[config.mk]
export PLATFORM = sky130hd
export DESIGN_NAME = alu_issue_stage
export DESIGN_NICKNAME = d
export VERILOG_FILES = /design/src/rtl/alu_pkg.sv /design/src/rtl/operand_forward.sv /design/src/rtl/alu_issue_stage.sv
export SDC_FILE = /design/constraint.sdc
export NUM_CORES = 1
export LEC_CHECK = 0
export BUFFER_PORTS_ARGS = -buffer_cell sky130_fd_sc_hd__buf_2
export CORE_MARGIN = 1.5
export CORE_UTILIZATION = 49
export CTS_CLUSTER_DIAMETER = 200
export DETAILED_ROUTE_END_ITERATION = 8
export PLACE_DENSITY = 0.84
export SLEW_MARGIN = 0
export SYNTH_ARGS = -nofsm -noshare
export SYNTH_HDL_FRONTEND = slang
export SYNTH_HIERARCHICAL = 1
export SYNTH_SLANG_ARGS = --single-unit
export TNS_END_PERCENT = 30
[constraint.sdc]
create_clock -name clk -period 2.3 [get_ports clk]
set_input_delay 0 -clock clk [delete_from_list [all_inputs] [get_ports clk]]
set_output_delay 0 -clock clk [all_outputs]
set_load 0.1 [all_outputs]
[src/rtl/alu_pkg.sv]
// Shared ALU encodings: opcodes, funct fields and the one-hot select bit order
// used by both the issue stage and the ALU wrapper.
package alu_pkg;

   localparam int ALU_SEL_W = 10;

   localparam logic [6:0] OP_REG = 7'b0110011;
   localparam logic [6:0] OP_IMM = 7'b0010011;

   localparam logic [2:0] F3_ADD    = 3'b000;
   localparam logic [2:0] F3_MULH   = 3'b001;
   localparam logic [2:0] F3_SLT    = 3'b010;
   localparam logic [2:0] F3_SLTU   = 3'b011;
   localparam logic [2:0] F3_OR     = 3'b110;
   localparam logic [2:0] F3_AND    = 3'b111;

   localparam logic [6:0] F7_BASE   = 7'b0000000;
   localparam logic [6:0] F7_ALT    = 7'b0100000;
   localparam logic [6:0] F7_MULDIV = 7'b0000001;

   // Bit positions inside alu_sel; the ALU decodes the same ordering.
   typedef enum logic [3:0] {
      SEL_ADD    = 4'd0,
      SEL_SUB    = 4'd1,
      SEL_MUL    = 4'd2,
      SEL_MULH   = 4'd3,
      SEL_MULHSU = 4'd4,
      SEL_MULHU  = 4'd5,
      SEL_AND    = 4'd6,
      SEL_OR     = 4'd7,
      SEL_SLT    = 4'd8,
      SEL_SLTU   = 4'd9
   } alu_sel_idx_e;

   function automatic logic [ALU_SEL_W-1:0] sel_bit(input alu_sel_idx_e idx);
      logic [ALU_SEL_W-1:0] v;
      v      = '0;
      v[idx] = 1'b1;
      return v;
   endfunction

endpackage

[src/rtl/operand_forward.sv]
// Per-operand bypass mux: x0 reads zero, then EX/MEM, then MEM/WB, then the
// register file.
module operand_forward #(
   parameter int WIDTH      = 32,
   parameter int REG_ADDR_W = 5
) (
   input  logic [REG_ADDR_W-1:0] rs,
   input  logic [WIDTH-1:0]      rf_data,
   input  logic                  exmem_we,
   input  logic [REG_ADDR_W-1:0] exmem_rd,
   input  logic [WIDTH-1:0]      exmem_data,
   input  logic                  memwb_we,
   input  logic [REG_ADDR_W-1:0] memwb_rd,
   input  logic [WIDTH-1:0]      memwb_data,
   output logic [WIDTH-1:0]      fwd_data
);

   // rs==0 is tested first, so a producer targeting x0 can never match.
   always_comb begin
      if (rs == '0)
         fwd_data = '0;
      else if (exmem_we && (exmem_rd == rs))
         fwd_data = exmem_data;
      else if (memwb_we && (memwb_rd == rs))
         fwd_data = memwb_data;
      else
         fwd_data = rf_data;
   end

endmodule

[src/rtl/alu_issue_stage.sv]
// Execute-issue stage: decodes RV32 ALU ops, resolves forwarding and registers
// operands plus one-hot select into a single handshaked slot feeding the ALU.
module alu_issue_stage
   import alu_pkg::*;
#(
   parameter int WIDTH      = 32,
   parameter int REG_ADDR_W = 5
) (
   input  logic                  clk,
   input  logic                  rst_n,
   input  logic                  in_valid,
   output logic                  in_ready,
   input  logic [31:0]           in_instr,
   input  logic [WIDTH-1:0]      in_rs1_data,
   input  logic [WIDTH-1:0]      in_rs2_data,
   input  logic                  fwd_exmem_we,
   input  logic [REG_ADDR_W-1:0] fwd_exmem_rd,
   input  logic [WIDTH-1:0]      fwd_exmem_data,
   input  logic                  fwd_memwb_we,
   input  logic [REG_ADDR_W-1:0] fwd_memwb_rd,
   input  logic [WIDTH-1:0]      fwd_memwb_data,
   input  logic                  flush,
   output logic                  out_valid,
   input  logic                  out_ready,
   output logic [WIDTH-1:0]      operand_a,
   output logic [WIDTH-1:0]      operand_b,
   output logic [ALU_SEL_W-1:0]  alu_sel,
   output logic [REG_ADDR_W-1:0] out_rd,
   output logic                  out_we,
   output logic                  out_illegal
);

   logic [6:0]            opcode;
   logic [2:0]            funct3;
   logic [6:0]            funct7;
   logic [REG_ADDR_W-1:0] rd, rs1, rs2;
   logic [WIDTH-1:0]      imm_sext, fwd_a, fwd_b;
   logic [WIDTH-1:0]      dec_a, dec_b;
   logic [ALU_SEL_W-1:0]  dec_sel;
   logic                  dec_legal, dec_we;

   assign opcode   = in_instr[6:0];
   assign rd       = in_instr[7 +: REG_ADDR_W];
   assign funct3   = in_instr[14:12];
   assign rs1      = in_instr[15 +: REG_ADDR_W];
   assign rs2      = in_instr[20 +: REG_ADDR_W];
   assign funct7   = in_instr[31:25];
   assign imm_sext = {{(WIDTH-12){in_instr[31]}}, in_instr[31:20]};

   operand_forward #(.WIDTH(WIDTH), .REG_ADDR_W(REG_ADDR_W)) u_fwd_rs1 (
      .rs(rs1), .rf_data(in_rs1_data),
      .exmem_we(fwd_exmem_we), .exmem_rd(fwd_exmem_rd), .exmem_data(fwd_exmem_data),
      .memwb_we(fwd_memwb_we), .memwb_rd(fwd_memwb_rd), .memwb_data(fwd_memwb_data),
      .fwd_data(fwd_a)
   );

   operand_forward #(.WIDTH(WIDTH), .REG_ADDR_W(REG_ADDR_W)) u_fwd_rs2 (
      .rs(rs2), .rf_data(in_rs2_data),
      .exmem_we(fwd_exmem_we), .exmem_rd(fwd_exmem_rd), .exmem_data(fwd_exmem_data),
      .memwb_we(fwd_memwb_we), .memwb_rd(fwd_memwb_rd), .memwb_data(fwd_memwb_data),
      .fwd_data(fwd_b)
   );

   // Every unsupported combination falls through to an all-zero select,
   // which is what marks the instruction illegal.
   always_comb begin
      dec_sel = '0;
      case (opcode)
         OP_REG: begin
            case (funct7)
               F7_BASE: begin
                  case (funct3)
                     F3_ADD:  dec_sel = sel_bit(SEL_ADD);
                     F3_AND:  dec_sel = sel_bit(SEL_AND);
                     F3_OR:   dec_sel = sel_bit(SEL_OR);
                     F3_SLT:  dec_sel = sel_bit(SEL_SLT);
                     F3_SLTU: dec_sel = sel_bit(SEL_SLTU);
                     default: dec_sel = '0;
                  endcase
               end
               F7_ALT: dec_sel = (funct3 == F3_ADD) ? sel_bit(SEL_SUB) : '0;
               F7_MULDIV: begin
                  case (funct3)
                     F3_ADD:  dec_sel = sel_bit(SEL_MUL);
                     F3_MULH: dec_sel = sel_bit(SEL_MULH);
                     F3_SLT:  dec_sel = sel_bit(SEL_MULHSU);
                     F3_SLTU: dec_sel = sel_bit(SEL_MULHU);
                     default: dec_sel = '0;
                  endcase
               end
               default: dec_sel = '0;
            endcase
         end
         OP_IMM: begin
            case (funct3)
               F3_ADD:  dec_sel = sel_bit(SEL_ADD);
               F3_AND:  dec_sel = sel_bit(SEL_AND);
               F3_OR:   dec_sel = sel_bit(SEL_OR);
               F3_SLT:  dec_sel = sel_bit(SEL_SLT);
               F3_SLTU: dec_sel = sel_bit(SEL_SLTU);
               default: dec_sel = '0;
            endcase
         end
         default: dec_sel = '0;
      endcase
   end

   assign dec_legal = |dec_sel;
   assign dec_we    = dec_legal && (rd != '0);
   assign dec_a     = dec_legal ? fwd_a : '0;
   assign dec_b     = !dec_legal ? '0 : ((opcode == OP_IMM) ? imm_sext : fwd_b);

   // Handshake: a beat moves when valid && ready on the same rising edge; valid
   // never waits on ready, and the slot accepts whenever it is empty or draining.
   assign in_ready = !out_valid || out_ready;

   always_ff @(posedge clk or negedge rst_n) begin
      if (!rst_n) begin
         out_valid   <= 1'b0;
         operand_a   <= '0;
         operand_b   <= '0;
         alu_sel     <= '0;
         out_rd      <= '0;
         out_we      <= 1'b0;
         out_illegal <= 1'b0;
      end else if (flush) begin
         out_valid <= 1'b0;
      end else if (in_valid && in_ready) begin
         out_valid   <= 1'b1;
         operand_a   <= dec_a;
         operand_b   <= dec_b;
         alu_sel     <= dec_sel;
         out_rd      <= rd;
         out_we      <= dec_we;
         out_illegal <= !dec_legal;
      end else if (out_ready) begin
         out_valid <= 1'b0;
      end
   end

endmodule
; ---- Yosys cells after proc, flatten, opt, wreduce, memory -nomap -nowiden
; Cells that the tools add are included.
[op_classes]
bitwise_logic = 1
reduce_logical = 17
n_eq_ne = 13
n_mux = 17
[ops]
columns = op, n
row1 = 32-bit 2-to-1 mux, 9
row2 = 10-bit case mux with 5 select lines, 1
row3 = 10-bit case mux with 3 select lines, 1
row4 = 6-bit case mux with 4 select lines, 1
row5 = 5-bit == test, 4
row6 = 10-bit case mux with 2 select lines, 1
row7 = "7-bit by 6-bit == test with 1-bit output, second input constant", 2
row8 = 5-bit logical NOT, 2
row9 = 10-bit OR reduction, 1
row10 = "7-bit by 1-bit == test with 1-bit output, second input constant", 1
row11 = "7-bit by 5-bit == test with 1-bit output, second input constant", 1
row12 = 7-bit logical NOT, 1
row13 = "3-bit by 2-bit == test with 1-bit output, second input constant", 2
row14 = "3-bit == test, second input constant", 2
row15 = 1-bit logical AND, 6
row16 = 5-bit nonzero test, 1
row17 = "3-bit by 1-bit == test with 1-bit output, second input constant", 1
row18 = 3-bit logical NOT, 1
row19 = 1-bit 2-to-1 mux, 3
row20 = 3-bit nonzero test, 1
row21 = 1-bit logical NOT, 2
row22 = 2-bit 2-to-1 mux, 1
row23 = 2-bit AND reduction, 1
row24 = 1-bit logical OR, 1
row25 = 1-bit inverter, 1
[totals]
word_cells = 55
register_bits = 82
in_bits = 177
out_inout_bits = 83

; ---- Longest topological paths before layout
[logic_depth]
word_depth = 7
mapped_depth = 8
depth_no_buf = 6

; ---- By module
; The synthesis kept the hierarchy.
[by_module_without_submodules]
columns = module, cells_each, area_each_um2, instances
row1 = alu_issue_stage, 357, 3762.4, 1
row2 = operand_forward, 196, 1253.7, 2

; ---- Least setup slack after synthesis
; No wires, ideal clock.
[synth_path]
kind = register to register
startpoint = reg out_valid
endpoint = reg operand_a[11]
path_slack_ns = -0.565
synth_period_minus_slack_ns = 2.865
setup_ns = 0.133
stages_incl_launch_ff = 8
t_arrival_ns = 2.732
cell_sequence = dfrtp_1 > nor2b_1 > inv_1 > nand2b_1 > buf_2 > clkbuf_1 > mux2i_1 > a21oi_1
[synth_via]
elab_chain_cells = 4
[synth_lines]
columns = item, line_no
row1 = from (decl), alu_issue_stage.sv:23  ; output logic out_valid,
row2 = from (signal assigned), alu_issue_stage.sv:119  ; out_valid <= 1'b0;
row3 = from (signal assigned), alu_issue_stage.sv:127  ; out_valid <= 1'b0;
row4 = from (signal assigned), alu_issue_stage.sv:129  ; out_valid <= 1'b1;
row5 = 1-bit logical NOT, alu_issue_stage.sv:115  ; assign in_ready = !out_valid || out_ready;
row6 = 1-bit logical OR, alu_issue_stage.sv:115
row7 = via in_ready, alu_issue_stage.sv:12  ; output logic in_ready,
row8 = 1-bit logical AND, alu_issue_stage.sv:128  ; end else if (in_valid && in_ready) begin
row9 = 2-bit AND reduction (no source line), -
row10 = to (signal assigned), alu_issue_stage.sv:120  ; operand_a <= '0;
row11 = to (signal assigned), alu_issue_stage.sv:130  ; operand_a <= dec_a;
row12 = to (decl), alu_issue_stage.sv:25  ; output logic [WIDTH-1:0] operand_a,
; The timed path passes the listed nets, and every way through them passes these cells.
; A chain may end at the register's enable or synchronous reset.

; ---- Final worst setup path
[layout_path]
startpoint = in in_instr[14]
endpoint = reg alu_sel[3]
[layout_via]
elab_chain_cells = 4
word_cells_on_any_way = 7
classes_between = eq/ne (3) / mux (3) / reduce/logical (1)
[layout_lines]
columns = item, line_no
row1 = from (decl), alu_issue_stage.sv:13  ; input logic [31:0] in_instr,
row2 = "3-bit by 2-bit == test with 1-bit output, or another cell as far along", alu_issue_stage.sv:83  ; case (funct3)
row3 = 6-bit case mux with 4 select lines (*), alu_issue_stage.sv:83
row4 = 10-bit case mux with 3 select lines (*), alu_issue_stage.sv:70  ; case (funct7)
row5 = 10-bit case mux with 2 select lines (*), alu_issue_stage.sv:68  ; case (opcode)
row6 = to (signal assigned), alu_issue_stage.sv:132  ; alu_sel <= dec_sel;
row7 = to (decl), alu_issue_stage.sv:27  ; output logic [ALU_SEL_W-1:0] alu_sel,
; Every way passes the cells marked *; elsewhere a longest branch is shown, timed or not.

==> results.toml <==
[drt]
wl_per_cell_um = 20.89
drt_iter0_drc = 900
drt-total-wl_um = 23960
routed_via_density = 6.337
wl_met3_um = 2604
drc_errors = 0
num_vias = 7268
firstDrtPassIters = 6
top_layer = "met4"
met1_length_um = 9771
antenna_left = 0
dr_wl_met2_um = 10920

[global_routing]
grt_pass1_wl_um = 36710
track_usage = 0.3541
grt_pass1_vias = 6749
grt-ovfl-total = 0
antenna_found_initial = 2
grt_max_degree = 67

[final_layout]
layout-drive-gt1-share = 0.3570
seq_area_um2 = 2056
final_nets = 1144
syn2layout_area_growth_pct = 30.39
fin_cells = 1147
fin_util = 0.6505
multi_input_area_um2 = 3820
nFillCells = 1058

[place]
gp_congestion = 0.9467
dp_cells = 1113
portBuffers = 259
dp_hpwl_um = 17490

[flow_run]
maxCapViolations = 0

[yosys]
synth_compound_area_frac = 0.3111
syn-instance-count = 749
yosys_warnings = 6
synthMuxAreaShare = 0.05109
async_flop_share = 1.000
ys_ff_latch = 82
synth_top_family_by_area = "compound AO/OA/AOI/OAI gates"
ys_seq_area_frac = 0.3273
ys_types = 42
synth_xor_area_frac = 0.03033
synth_area_um2 = 6270
postSynthAreaPerCell_um2 = 8.371
synth_edf_count = 0
synth_adder_area_share = 0
synth.net_count = 926
ys.flop_type = "dfrtp_1"
yosys.area_share.simple = 0.2103

[timing]
relSlewSlack = 0.3181
setup_viol = 0
hold_viol_final = 0
rsz0062_at_grt = "false"
setup_tns_ps = 0
fin_crit_ps = 2170
max_slew.worst_pin.slew_ps = 1020
finClkSkew_ps = 4.731
fmax_ghz = 0.4607
slew_violations = 0
finalCritPeriodShare = 0.9437

[power]
combinationalPowerShare = 0.447
ir_drop_uv = 382.2
p_int_w = 0.003062
leakage_nw = 3.655
power_frac_clock = 0.257
swShare = 0.4730
p_per_area_nw_per_um2 = 710.6
netSwitchingPower_w = 0.002748
p_seq_frac = 0.296

[worst_setup_path]
cp-start-kind = "input pin"
ff2ff_path_depth = 5
worst_setup_path_end_kind = "register"
crit_slowest_cell = "dlygate4sd3_1"
path_cells = "dlygate4sd3_1, buf_2, or4b_4, nor4_4, nand3_1, o31ai_1, dlygate4sd3_1"
r2r_start = "out_valid"
cp.arrival_ps = 2460
slowest_delay_ps = 580
worst_path_most_repeated_cell = "dlygate4sd3_1"
crit_fanout = 6
rrSetupSlack_ps = 230
path_class = "in -> reg"
crit_required_ps = 2580
r2r-end = "operand_b[19]"

[floorplan]
dieArea_um2 = 13480
start_util = 0.4989
die_x_um = 116.1
io_pins = 260
die_h_um = 116.1
core_area_um2 = 12570
rows = 41

[min_path]
hold_depth = 4
min_to = "alu_sel[2]"
min_path_type = "in -> reg"
min_from = "in_instr[30]"

[cts]
cts_resized = 0
cts_buffers = 9
insertion_delay_ps = 350
clock_path_buffers = 2
clock-sinks = 82
tritoncts = "built"
htreeDepth = 3
clk_pin_slew_worst_paths_ps = 60
root_buffer = "clkbuf_16"

[outcome]
outcome = "completed"
## cell usage in the layout, fill, tap and decap left out, types with 4 or more instances in the layout
cell             n
clkbuf_16        9
a311oi_1         8
a21oi_1         33
mux2i_1         32
a32o_1           4
o22a_1          36
nor3_1          64
nand4_1         34
dfrtp_1         81
o21ai_0         64
buf_12           6
or4_1            5
xnor2_1         18
dlygate4sd3_1   14
buf_2          258
a211oi_2         7
buf_4           27
nand3_1         37
clkinvlp_4       4
nor2b_1         12
a211oi_1        40
a311oi_2        20
a221oi_1        32
nand2_1         47
nor2_1          38
## power by group through the flow
stage               logic (W)  clock network, W  registers (W)
floorplan            0.000654                 0        0.00300
global placement      0.00253                 0        0.00173
detailed placement    0.00255                 0        0.00174
CTS                   0.00258           0.00151        0.00172
global route          0.00272           0.00156        0.00174
finish                0.00260           0.00150        0.00172
## state kept, by name, indices dropped and copies added, names as in the netlist
register     count
operand_a       32
operand_b       32
alu_sel         10
out_rd           5
out_illegal      1
out_valid        1
out_we           1
## Yosys cell counts, drive strengths merged (20+ instances only)
| master | n | share of area |
|---|---|---|
| dfrtp | 82 | 0.33 |
| o21ai | 67 | 0.054 |
| clkbuf | 64 | 0.038 |
| nor3 | 64 | 0.051 |
| a211oi | 47 | 0.062 |
| nand2 | 47 | 0.028 |
| nor2 | 41 | 0.025 |
| nand3 | 37 | 0.030 |
| o22a | 36 | 0.050 |
| a21oi | 34 | 0.027 |
| buf | 34 | 0.029 |
| nand4 | 34 | 0.034 |
| a221oi | 32 | 0.045 |
| mux2i | 32 | 0.051 |
| a311oi | 28 | 0.059 |
| xnor2 | 20 | 0.030 |
## per-layer routing
layer	GRT usage	vias to the layer above
met4	0.1285	0
met5	0	-
met1	0.5028	3392
met2	0.5373	494
li1	-	3318
met3	0.07213	64
## cells by family (layout without fill, tap and decap cells)
group,after synthesis,count (layout)
compound gates,254,254
xor+xnor,20,20
mux,32,32
buf+inv,102,325
other cells,0,3
simple gates,259,259
flops,82,82
## through the flow
stage	total power (W)	area (µm²)	setup slack, ps	hold slack (ps)
final	0.005810	8175	129.5	12.27
after global routing	0.006013	8173	24.11	56.62
after CTS	0.005801	8160	79.60	13.23
after detailed placement	0.004293	7716	224.1	45.36
after global placement	0.004268	7716	265.1	40.89
after floorplan	0.003658	6294	0.7936	-295.6
## how the worst max path moves through the flow
stage | to | start | slack (ps)
CTS | alu_sel[3] | in_instr[14] | 80
detailed placement | operand_b[5] | in_instr[23] | 220
floorplan | operand_a[10] | out_valid | 0.8
finish | alu_sel[3] | in_instr[14] | 130
global placement | operand_b[5] | in_instr[23] | 270
global route | alu_sel[3] | in_instr[14] | 20
## worst max-delay path, delay by kind of cell
family	cells	cell delay [ps]
buffers and inverters	3	1270
and+or+nand+nor	3	980
AOI/OAI and AO/OA	1	200
## area by class of cell
class / instances / area share
flip-flops and latches: 82 / 0.2515
diodes: 3 / 0.0009183
clock inverters: 5 / 0.007499
multi-input cells: 565 / 0.4672
clock buffers: 11 / 0.02969
repair buffers: 305 / 0.2146
inverters: 4 / 0.002296
well taps: 172 / 0.02632
## timing repair
item	CTS	global route
hold endpoints to repair	57	0
hold buffers	14	0
buffers inserted	0	1
setup endpoints to repair	0	1
(Power assumes the default switching activity.)
